### config.mk
export PLATFORM = sky130hd
export DESIGN_NAME = instruction_fetch_unit
export DESIGN_NICKNAME = d
export VERILOG_FILES = /design/src/rtl/fetch_pkg.sv /design/src/rtl/fetch_timeout_counter.sv /design/src/rtl/instruction_fetch_unit.sv
export SDC_FILE = /design/constraint.sdc
export NUM_CORES = 1
export LEC_CHECK = 0
export ABC_AREA = 0
export BUFFER_PORTS_ARGS = -buffer_cell sky130_fd_sc_hd__clkbuf_2
export CORE_MARGIN = 5
export CORE_UTILIZATION = 50
export CTS_BUF_LIST = sky130_fd_sc_hd__clkbuf_8
export DETAILED_ROUTE_END_ITERATION = 7
export GPL_TIMING_DRIVEN = 0
export PLACE_DENSITY = 0.87
export SYNTH_ARGS = -nofsm -noshare
export SYNTH_HDL_FRONTEND = slang
export SYNTH_SLANG_ARGS = --single-unit
### constraint.sdc
create_clock -name clock -period 5 [get_ports clock]
set_input_delay 0.5 -clock clock [delete_from_list [all_inputs] [get_ports clock]]
set_output_delay 0.5 -clock clock [all_outputs]
set_load 0.03 [all_outputs]
### src/rtl/fetch_pkg.sv
// Shared definitions for the instruction fetch unit.
//   - fetch FSM state encoding
//   - default NOP instruction word loaded on reset, flush and fault
//   - default REQ timeout length (only meaningful with FETCH_TIMEOUT_EN)
package fetch_pkg;

    typedef enum logic [1:0] {
        ST_IDLE  = 2'd0,
        ST_REQ   = 2'd1,
        ST_VALID = 2'd2
    } fetch_state_t;

    localparam logic [31:0] NOP_INSTR_DEFAULT      = 32'h0000_0000;
    localparam int          TIMEOUT_CYCLES_DEFAULT = 255;

endpackage

### src/rtl/fetch_timeout_counter.sv
// REQ-phase watchdog for the fetch unit. Only instantiated when
// FETCH_TIMEOUT_EN is defined.
//   clock   in  rising-edge clock
//   clear   in  asynchronous active-high reset
//   start   in  restart the count (REQ entry)
//   run     in  one REQ cycle elapsed without ack
//   expired out this REQ cycle is the LIMIT-th one without ack
module fetch_timeout_counter
    import fetch_pkg::*;
#(
    parameter int LIMIT = TIMEOUT_CYCLES_DEFAULT
) (
    input  logic clock,
    input  logic clear,
    input  logic start,
    input  logic run,
    output logic expired
);

    localparam int CW = ($clog2(LIMIT + 1) > 8) ? $clog2(LIMIT + 1) : 8;
    localparam logic [CW-1:0] LAST = CW'(LIMIT - 1);

    logic [CW-1:0] cnt_q;
    logic [CW-1:0] cnt_d;

    // cnt_q holds the number of earlier ack-less REQ cycles, so the
    // LIMIT-th such cycle is the one that sees cnt_q == LIMIT-1.
    always_comb begin
        cnt_d = cnt_q;
        if (start) begin
            cnt_d = '0;
        end else if (run) begin
            cnt_d = cnt_q + 1'b1;
        end
    end

    assign expired = run && (cnt_q == LAST);

    always_ff @(posedge clock or posedge clear) begin
        if (clear) begin
            cnt_q <= '0;
        end else begin
            cnt_q <= cnt_d;
        end
    end

endmodule

### src/rtl/instruction_fetch_unit.sv
// Instruction fetch unit: captures the PC, performs a req/ack read on the
// instruction memory, latches the word and offers it to decode with a
// valid/ready handshake. Emits a one-cycle pc_inc pulse per delivered
// instruction. Optional REQ timeout with sticky fault: FETCH_TIMEOUT_EN.
//   clock, clear                 clock and async active-high reset
//   pc_in, fetch_start, flush    PC value and control requests
//   mem_addr, mem_rd_req         memory read request (registered)
//   mem_rd_ack, mem_rd_data      memory response, data valid with ack
//   ir_out, ir_valid, ir_ready   instruction handoff to decode
//   pc_inc                       increment pulse to the program counter
//   busy, fetch_fault            status
//
// state    | meaning
// ---------+----------------------------------------------------------
// ST_IDLE  | no fetch in progress, waiting for fetch_start
// ST_REQ   | mem_rd_req asserted, waiting for mem_rd_ack
// ST_VALID | ir_out holds an instruction not yet accepted by decode
module instruction_fetch_unit
    import fetch_pkg::*;
#(
    parameter int                    ADDR_WIDTH     = 32,
    parameter int                    DATA_WIDTH     = 32,
    parameter logic [DATA_WIDTH-1:0] NOP_INSTR      = DATA_WIDTH'(NOP_INSTR_DEFAULT),
    parameter int                    TIMEOUT_CYCLES = TIMEOUT_CYCLES_DEFAULT
) (
    input  logic                  clock,
    input  logic                  clear,
    input  logic [ADDR_WIDTH-1:0] pc_in,
    input  logic                  fetch_start,
    input  logic                  flush,
    output logic [ADDR_WIDTH-1:0] mem_addr,
    output logic                  mem_rd_req,
    input  logic                  mem_rd_ack,
    input  logic [DATA_WIDTH-1:0] mem_rd_data,
    output logic [DATA_WIDTH-1:0] ir_out,
    output logic                  ir_valid,
    input  logic                  ir_ready,
    output logic                  pc_inc,
    output logic                  busy,
    output logic                  fetch_fault
);

    fetch_state_t          state_q, state_d;
    logic [ADDR_WIDTH-1:0] addr_q, addr_d;
    logic                  req_q, req_d;
    logic [DATA_WIDTH-1:0] ir_q, ir_d;
    logic                  valid_q, valid_d;
    logic                  inc_q, inc_d;
    logic                  flush_pend_q, flush_pend_d;
    logic                  timed_out;
    logic                  fault_q;

    always_comb begin
        state_d      = state_q;
        addr_d       = addr_q;
        req_d        = req_q;
        ir_d         = ir_q;
        valid_d      = valid_q;
        inc_d        = 1'b0;
        flush_pend_d = flush_pend_q;
        case (state_q)
            ST_IDLE: begin
                if (fetch_start && !flush && !fault_q) begin
                    addr_d  = pc_in;
                    req_d   = 1'b1;
                    state_d = ST_REQ;
                end
            end
            ST_REQ: begin
                // A flush never aborts the bus handshake; it only marks the
                // returning word for discard.
                if (mem_rd_ack) begin
                    req_d        = 1'b0;
                    flush_pend_d = 1'b0;
                    if (flush_pend_q || flush) begin
                        ir_d    = NOP_INSTR;
                        state_d = ST_IDLE;
                    end else begin
                        ir_d    = mem_rd_data;
                        valid_d = 1'b1;
                        inc_d   = 1'b1;
                        state_d = ST_VALID;
                    end
                end else if (timed_out) begin
                    req_d        = 1'b0;
                    flush_pend_d = 1'b0;
                    ir_d         = NOP_INSTR;
                    state_d      = ST_IDLE;
                end else if (flush) begin
                    flush_pend_d = 1'b1;
                end
            end
            ST_VALID: begin
                if (flush) begin
                    valid_d = 1'b0;
                    ir_d    = NOP_INSTR;
                    state_d = ST_IDLE;
                end else if (ir_ready) begin
                    valid_d = 1'b0;
                    // pc_inc fired when this word arrived, so pc_in already
                    // points at the next instruction.
                    if (fetch_start) begin
                        addr_d  = pc_in;
                        req_d   = 1'b1;
                        state_d = ST_REQ;
                    end else begin
                        state_d = ST_IDLE;
                    end
                end
            end
            default: begin
                state_d = ST_IDLE;
            end
        endcase
    end

    always_ff @(posedge clock or posedge clear) begin
        if (clear) begin
            state_q      <= ST_IDLE;
            addr_q       <= '0;
            req_q        <= 1'b0;
            ir_q         <= NOP_INSTR;
            valid_q      <= 1'b0;
            inc_q        <= 1'b0;
            flush_pend_q <= 1'b0;
        end else begin
            state_q      <= state_d;
            addr_q       <= addr_d;
            req_q        <= req_d;
            ir_q         <= ir_d;
            valid_q      <= valid_d;
            inc_q        <= inc_d;
            flush_pend_q <= flush_pend_d;
        end
    end

`ifdef FETCH_TIMEOUT_EN
    logic tmo_start;
    logic tmo_run;

    assign tmo_start = (state_d == ST_REQ) && (state_q != ST_REQ);
    assign tmo_run   = (state_q == ST_REQ) && !mem_rd_ack;

    fetch_timeout_counter #(
        .LIMIT (TIMEOUT_CYCLES)
    ) u_timeout (
        .clock   (clock),
        .clear   (clear),
        .start   (tmo_start),
        .run     (tmo_run),
        .expired (timed_out)
    );

    always_ff @(posedge clock or posedge clear) begin
        if (clear) begin
            fault_q <= 1'b0;
        end else begin
            fault_q <= fault_q | timed_out;
        end
    end
`else
    logic unused_timeout_cfg;

    assign unused_timeout_cfg = (TIMEOUT_CYCLES != 0);
    assign timed_out          = 1'b0;
    assign fault_q            = 1'b0;
`endif

    assign mem_addr    = addr_q;
    assign mem_rd_req  = req_q;
    assign ir_out      = ir_q;
    assign ir_valid    = valid_q;
    assign pc_inc      = inc_q;
    assign busy        = (state_q != ST_IDLE);
    assign fetch_fault = fault_q;

endmodule

==> metrics.cfg, run 1 <==
[critical_path]
cp_slowest_stage_delay_ps = 450
critPathSlowestCell = dfrtp_1
timing.rr.start = state_q[1]
cpLargestDelayFamily = buffers and inverters
path_buf_inv = 2
ff2ff_path_depth = 4
startpoint = state_q[0]
worstSetupPathType = reg -> out
path_depth = 3
start_kind = flop
crit_arrival_ps = 1580
end_kind = output port
required_ps = 4500
path_max_fanout = 10
crit_path_cell_trace = clkbuf_1 -> or2_2 -> clkbuf_2

[timing]
slew_headroom = 0.6406
final_hold_viol_count = 0
slew_viol_final = 0
skew_ps = 7.010
setup_violations = 0
finalCritPeriodShare = 0.4166
finalSetupTns_ps = 0
fmaxAchievable_mhz = 480.0
max_slew.worst_pin.slew_ps = 538.4
rsz0062_at_grt = false
fin_crit_ps = 2083

[global_route]
grt_max_degree = 47
antenna_found_initial = 0
grtUsageTotal = 0.1968
grt_pass1_vias = 2465
gr-total-overflow = 0
grt_first_pass_wirelength_um = 11470

[pwr]
p_per_area_mw_per_mm2 = 488.0
power_leakage_nw = 1.940
total_power_w = 0.001871
ir_drop_uv = 233.5

[die]
dieArea_mm2 = 0.007288
start_util = 0.5158
io_pins = 139
num_rows = 27
die_x_um = 85.37
die_h_um = 85.37
core-area_mm2 = 0.005507

[clocking]
clkTransAtPathRegs_ps = 80
root_buffer = clkbuf_8
ctsResizeCount = 0
clockBufferDepth = 2
hold_buffers = 0
clock_sinks = 70
cts_made_buffers = 9
cts_tree = built
clock_latency_ps = 330
cts_max_level = 3
post_cts_buffers = 0

[synth]
syn_inst = 237
avgSynthCellArea_um2 = 11.98
synth.distinct_cells = 25
synth_seq_cells = 70
synth_ff_type = dfrtp_1
synth_warnings = 0
synth_enable_flop_cells = 0
syn_nets = 307
synth.yosys.seq_area_share = 0.6167
synth_area_mm2 = 0.002840
async_flop_share = 1.000

[routing]
wl_per_cell_um = 14.70
postRouteAntennaNets = 0
drt_iter0_markers = 87
routed_via_density = 5.009
drt-total-wl_um = 6806
dr.pass1.iters = 4
vias = 2319
drc = 0

[placement]
gp_congestion = 0.7546
hpwl_um = 5261
io_buffers = 137

[status]
status = finished, final reports clean

[finish]
drive_above_1_share = 0.4936
diodes = 0
areaGrowthSynthToFinish_pct = 35.02
nets = 456

[worst_hold_path]
hold_class = in -> async

[job]
drv_cap = 0

-- metrics by stage --
stage               hold WS (ps)  instances  utilization  instance area [um2]  setup WS (ps)
floorplan                  492.5        237            -                 2840           2732
global placement           469.3        446       0.6567                 3616           2048
detailed placement         485.9        447       0.6603                 3636           3146
CTS                        204.6        463       0.6964                 3835           2897
global route               243.1        463       0.6964                 3835           2805
finish                     189.9        463       0.6964                 3835           2917
-- synthesized netlist by cell type (all sizes together), types with 2 or more instances --
cell type,count,area [um2]
nor2b,3,26.27
nand4,32,200.2
nor2,2,7.510
clkbuf,13,48.80
inv,35,131.4
o21ai,33,165.2
dfrtp,70,1752
mux2,32,360.3
buf,5,46.29
-- routing by layer --
| metal | global-route usage | vias to the layer above | share of wire | routed length, um |
|---|---|---|---|---|
| met2 | 0.3178 | 105 | 0.46 | 3138 |
| met3 | 0.05146 | 14 | 0.094 | 639 |
| met4 | 0.07338 | 0 | 0.016 | 111 |
| li1 | - | 1113 | - | - |
| met1 | 0.2552 | 1087 | 0.43 | 2916 |
| met5 | 0 | - | 0 | 0 |
-- path summary, 6_finish.rpt --
| kind | end | slack [ps] |
|---|---|---|
| max in group asynchronous | mem_addr[19] | 4190 |
| max | busy | 2920 |
| min reg2reg | mem_addr[1] | 500 |
| min | mem_addr[15] | 190 |
| max reg2reg | mem_addr[18] | 3260 |
| min in group clock | mem_addr[1] | 380 |
-- cell families (layout without fill, tap and decap cells) --
group | Yosys count | in the layout | share of synthesized area
DFF | 70 | 70 | 0.6167
buffers and inverters | 53 | 207 | 0.07974
and+or+nand+nor | 41 | 41 | 0.09780
AOI/OAI and AO/OA | 40 | 40 | 0.07754
muxes | 32 | 32 | 0.1269
other | 1 | 1 | 0.001320
-- state kept, by name (all words and copies together), names as in the netlist --
| signal | flops |
|---|---|
| mem_rd_req | 1 |
| ir_out | 32 |
| mem_addr | 32 |
| flush_pend_q | 1 |
| ir_valid | 1 |
| state_q | 2 |
| pc_inc | 1 |
-- cells in the final DEF, fill, tap and decap left out, types with 2 or more instances in the layout --
| cell type | instances |
|---|---|
| clkbuf_2 | 137 |
| dfrtp_1 | 70 |
| inv_1 | 35 |
| o21ai_0 | 33 |
| nand4_1 | 32 |
| mux2_2 | 30 |
| clkbuf_1 | 13 |
| clkbuf_8 | 10 |
| buf_6 | 3 |
| mux2_1 | 2 |
| nor2b_1 | 2 |
| nor2_1 | 2 |
| clkinv_2 | 2 |
-- worst register-to-register path, cell delays in order (launching register included) --
cell     delay (ps)
dfrtp_1         440
nor2b_4         160
nor4b_4         450
buf_6           220
mux2_2          350
-- power breakdown --
| group | internal [W] | total, W | switching, W |
|---|---|---|---|
| Combinational | 0.000203 | 0.000649 | 0.000446 |
| Clock | 0.000243 | 0.000447 | 0.000204 |
| Sequential | 0.000700 | 0.000776 | 0.0000753 |
-- area by class of cell --
cell class                      instances  area, um2
Fill cell                             429       1672
Clock buffer                           10      137.6
Sequential cell                        70       1752
Tap cell                               72      90.09
Buffer                                 18      95.09
Timing Repair Buffer                  138      705.7
Inverter                               35      131.4
Clock inverter                          6      61.31
Multi-Input combinational cell        114      862.1
(Power assumes the default switching activity.)
==> inputs of run 2 (changes only) <==
CORE_UTILIZATION = 43   (was 50)
PLACE_DENSITY = 0.8   (was 0.87)
clock period = 1.7 ns   (was 5 ns; I/O delays follow)
==> run 2 against run 1 <==
  * Non-clock buffer count rose by 4
  * Clock-buffer cell count fell by 1
  * Highest routed layer unchanged
  * Clock power rose to 2.8 times the previous value
  * Largest power group unchanged
  * Register-to-register slack lost 3200 ps
  * Cell area is 0.88% higher
  * Critical path depth did not move
  * Power grew to 2.9 times the previous value
  * Utilization is 9.1 points lower
  * Sequential power rose to 2.9 times the previous value
  * Via count up 0.95%
  * Cell count increased by 1.9%
  * Die area is 14% higher
==> metrics.cfg, run 2 (synthesis results as in run 1) <==
[timing]
finalSetupTns_ps = 0
skew_ps = 5.930
setup_violations = 0
max_slew.worst_pin.slew_ps = 625.8
fmaxAchievable_mhz = 614.1
rsz0062_at_grt = false
slew_headroom = 0.5819
finalCritPeriodShare = 0.9579
slew_viol_final = 0
fin_crit_ps = 1628
final_hold_viol_count = 0

[critical_path]
crit_path_cell_trace = clkbuf_4 -> or2_2 -> buf_2
start_kind = flop
cp_slowest_stage_delay_ps = 450
required_ps = 1530
critPathSlowestCell = dfrtp_2
worstSetupPathType = reg -> out
end_kind = output port
path_max_fanout = 10
crit_arrival_ps = 1460

[placement]
placed_area_mm2 = 0.003646
io_buffers = 137
hpwl_um = 5193
gp_congestion = 0.7395

[die]
core-area_mm2 = 0.006386
die_h_um = 91.27
die_x_um = 91.27
dieArea_mm2 = 0.008330
num_rows = 29
io_pins = 139
start_util = 0.4447

[routing]
routed_via_density = 4.960
drt-total-wl_um = 6836
wl_per_cell_um = 14.48
dr.pass1.iters = 4
drc = 0
vias = 2341
postRouteAntennaNets = 0
drt_iter0_markers = 63

[finish]
drive_above_1_share = 0.5063
final_cell_mix = 139 x clkbuf_2, 69 x dfrtp_1, 36 x inv_1
diodes = 0
areaGrowthSynthToFinish_pct = 36.21
num-fill-cells = 564
finalCoreUtilization = 0.6058
final_common_cell = clkbuf_2
design_area_mm2 = 0.003869
nets = 460

[global_route]
antenna_found_initial = 0
grt_pass1_vias = 2424
grt_max_degree = 44
gr-total-overflow = 0
grtUsageTotal = 0.1667
grt_first_pass_wirelength_um = 11380

[clocking]
root_buffer = clkbuf_8
cts_tree = built
cts_max_level = 3
clock_sinks = 70
clkTransAtPathRegs_ps = 70
clock_latency_ps = 320
cts_made_buffers = 9
clockBufferDepth = 2

[pwr]
power_leakage_nw = 1.966
p_per_area_mw_per_mm2 = 1405
total_power_w = 0.005437
ir_drop_uv = 760.9

[worst_hold_path]
hold_class = in -> reg

[status]
status = finished, final reports clean

[job]
drv_cap = 0

[run 2: cell count changes in the layout (fill, tap and decap cells not counted), sizes merged]
| cell | delta |
|---|---|
| dlygate4sd3 | +1 |
| clkinvlp | +1 |
| buf | +4 |
| inv | -1 |
| clkbuf | -2 |
| clkinv | +1 |
[run 2: per-stage QoR]
step	hold slack [ps]	setup slack, ps	instances
2_1_floorplan	304.7	138.9	237
3_3_place_gp	386.6	-0.9502	451
3_5_place_dp	275.3	-48.38	452
4_1_cts	58.47	21.30	471
5_1_grt	51.69	12.34	472
6_report	69.71	71.58	472
[run 2: worst paths after layout]
check                            from           end  slack, ps  cells after the start
max reg2reg                state_q[1]  mem_addr[23]         80                      5
max in group asynchronous       clear    state_q[0]        610                      4
min reg2reg                  ir_valid      ir_valid        500                      1
max                        state_q[0]          busy         70                      3
min                         pc_in[31]  mem_addr[31]         70                      2
min in group asynchronous       clear  mem_addr[10]        470                      3
[run 2: critical path: cells and delay by family, from the launching register on]
| kind | cells | cell delay (ps) |
|---|---|---|
| flip-flops | 1 | 450 |
| buffers and inverters | 2 | 390 |
| AND/OR/NAND/NOR | 1 | 300 |
[run 2: per-layer routing]
| metal | global-route usage | share of wire |
|---|---|---|
| met1 | 0.2092 | 0.42 |
| met2 | 0.2626 | 0.47 |
| met3 | 0.06942 | 0.095 |
| met4 | 0.05257 | 0.017 |
| met5 | 0 | 0 |
[run 2: final cells by class]
cell class	count	area, um2	area share
tap	77	96.34	0.02490
inverter	35	135.1	0.03493
clock buffer	9	123.9	0.03202
multi-input combinational	114	862.1	0.2228
buffer	18	102.6	0.02652
sequential	70	1753	0.4531
clock inverter	7	57.56	0.01488
timing repair buffer	142	738.2	0.1908
[run 2: power breakdown]
group	switching (W)	leakage, nW	internal (W)
combinational	0.00131	0.980	0.000609
sequential	0.000213	0.881	0.00206
clock	0.000584	0.105	0.000657
[run 2: what timing repair did]
| action | CTS | global route |
|---|---|---|
| hold buffers | 1 | 0 |
| pin swaps | 1 | 0 |
| buffers inserted | 2 | 1 |
| hold endpoints to repair | 27 | 0 |
| resized for setup | 2 | 8 |
| endpoints found under the setup margin | 30 | 16 |
==> inputs of run 3 (changes only) <==
PLACE_DENSITY = 0.79   (was 0.8)
==> run 3 against run 2 <==
  * Non-clock buffer count grew 1
  * Sequential power is essentially flat
  * Clock-buffer cell count grew 2
  * Wire length grew 1.0%
  * Sequential share of layout area shrank 1.1 points
  * Hold slack lost 2.3 ps
  * Combinational power is essentially flat
  * Maximum frequency shrank 0.12%
  * Cell area grew 2.5%
  * Clock power grew 34%
  * Setup slack lost 2.0 ps
  * Utilization grew 1.5 points
  * Largest power group unchanged
  * Highest routed layer unchanged
==> metrics.cfg, run 3 (synthesis results as in run 1) <==
[status]
status = finished, final reports clean

[placement]
placed_area_mm2 = 0.003666
gp_congestion = 0.7222
io_buffers = 137
dp_slack_ps = -75.82
hpwl_um = 5425

[finish]
design_area_mm2 = 0.003964
finalCoreUtilization = 0.6207
final_common_cell = clkbuf_2
drive_above_1_share = 0.5126
final_cell_mix = 139 x clkbuf_2, 69 x dfrtp_1, 34 x inv_1
areaGrowthSynthToFinish_pct = 39.56
nets = 461
diodes = 0

[global_route]
grt_pass1_vias = 2494
grt_max_degree = 28
grt_first_pass_wirelength_um = 11750
grtUsageTotal = 0.1739
antenna_found_initial = 0
gr-total-overflow = 0

[die]
start_util = 0.4447
core-area_mm2 = 0.006386
dieArea_mm2 = 0.008330
num_rows = 29
die_h_um = 91.27
die_x_um = 91.27
io_pins = 139

[timing]
rsz0062_at_grt = false
fmaxAchievable_mhz = 613.3
setup_violations = 0
finalCritPeriodShare = 0.9591
finalSetupTns_ps = 0
skew_ps = 8.208
fin_crit_ps = 1630
final_hold_viol_count = 0
setup_ws_ps = 69.56
slew_viol_final = 0

[critical_path]
required_ps = 1530
path_max_fanout = 10
start_kind = flop
end_kind = output port
timing.rr.start = state_q[1]
startpoint = state_q[0]
crit_arrival_ps = 1460
worstSetupPathType = reg -> out

[clocking]
cts_made_buffers = 9
cts_tree = built
clkTransAtPathRegs_ps = 80
cts_max_level = 3
clockBufferDepth = 2
clock_latency_ps = 330
clock_sinks = 70
root_buffer = clkbuf_8

[routing]
top_layer_used = met4
wl_per_cell_um = 14.60
drt_iter0_markers = 57
dr.pass1.iters = 4
wl_met2_um = 3342
met1Wirelength_um = 2826
vias = 2343
wl_met3_um = 599
routed_via_density = 4.953
postRouteAntennaNets = 0
drc = 0
drt-total-wl_um = 6907

[worst_hold_path]
hold_class = in -> reg
hp-start = pc_in[8]

[pwr]
ir_drop_uv = 878.1
p_per_area_mw_per_mm2 = 1480
power_leakage_nw = 1.991

[job]
drv_cap = 0

## run 3: what timing repair did
action	in CTS	in global routing
hold buffers	1	0
setup buffers	2	1
resized for setup	2	8
pin swaps	1	0
endpoints found under the setup margin	30	31
hold endpoints to repair	19	0
## run 3: worst paths after layout
kind | to | slack, ps | cells past startpoint
setup / recovery | busy | 70 | 3
hold / removal | mem_addr[8] | 70 | 2
setup reg to reg | mem_addr[22] | 80 | 5
hold reg to reg | mem_addr[31] | 490 | 1
max in group asynchronous | state_q[0] | 620 | 5
min in group asynchronous | mem_addr[24] | 400 | 3
## run 3: layout make-up
type                    instances  area (um2)
fillers                       531        2422
flip-flops and latches         70        1753
multi-input cells             114       862.1
repair buffers                143       758.2
clock buffers                  11       151.4
inverters                      35       135.1
clock inverters                 5       105.1
plain buffers                  18       102.6
well taps                      77       96.34
## run 3: worst max-delay path, cell delays in order, from the launching register on
cell,delay (ps)
dfrtp_2,440
clkbuf_4,200
or2_2,310
buf_2,190
## run 3: through the flow
stage          cells  total power [W]  hold WS (ps)
2_1_floorplan    237         0.003575         304.7
3_3_place_gp     451         0.004181         389.1
3_5_place_dp     453         0.004248         204.2
4_1_cts          472         0.005936         49.94
5_1_grt          473         0.006191         48.60
6_report         473         0.005865         67.39
## run 3: power breakdown
group	internal, W	switching, W	total, W
registers	0.00206	0.000215	0.00227
clock network	0.00105	0.000604	0.00166
logic	0.000615	0.00132	0.00193
## run 3: per-layer routing
metal	vias up	track usage
met2	95	0.2837
li1	1127	-
met1	1107	0.2060
met3	14	0.06198
met4	0	0.07824
met5	-	0
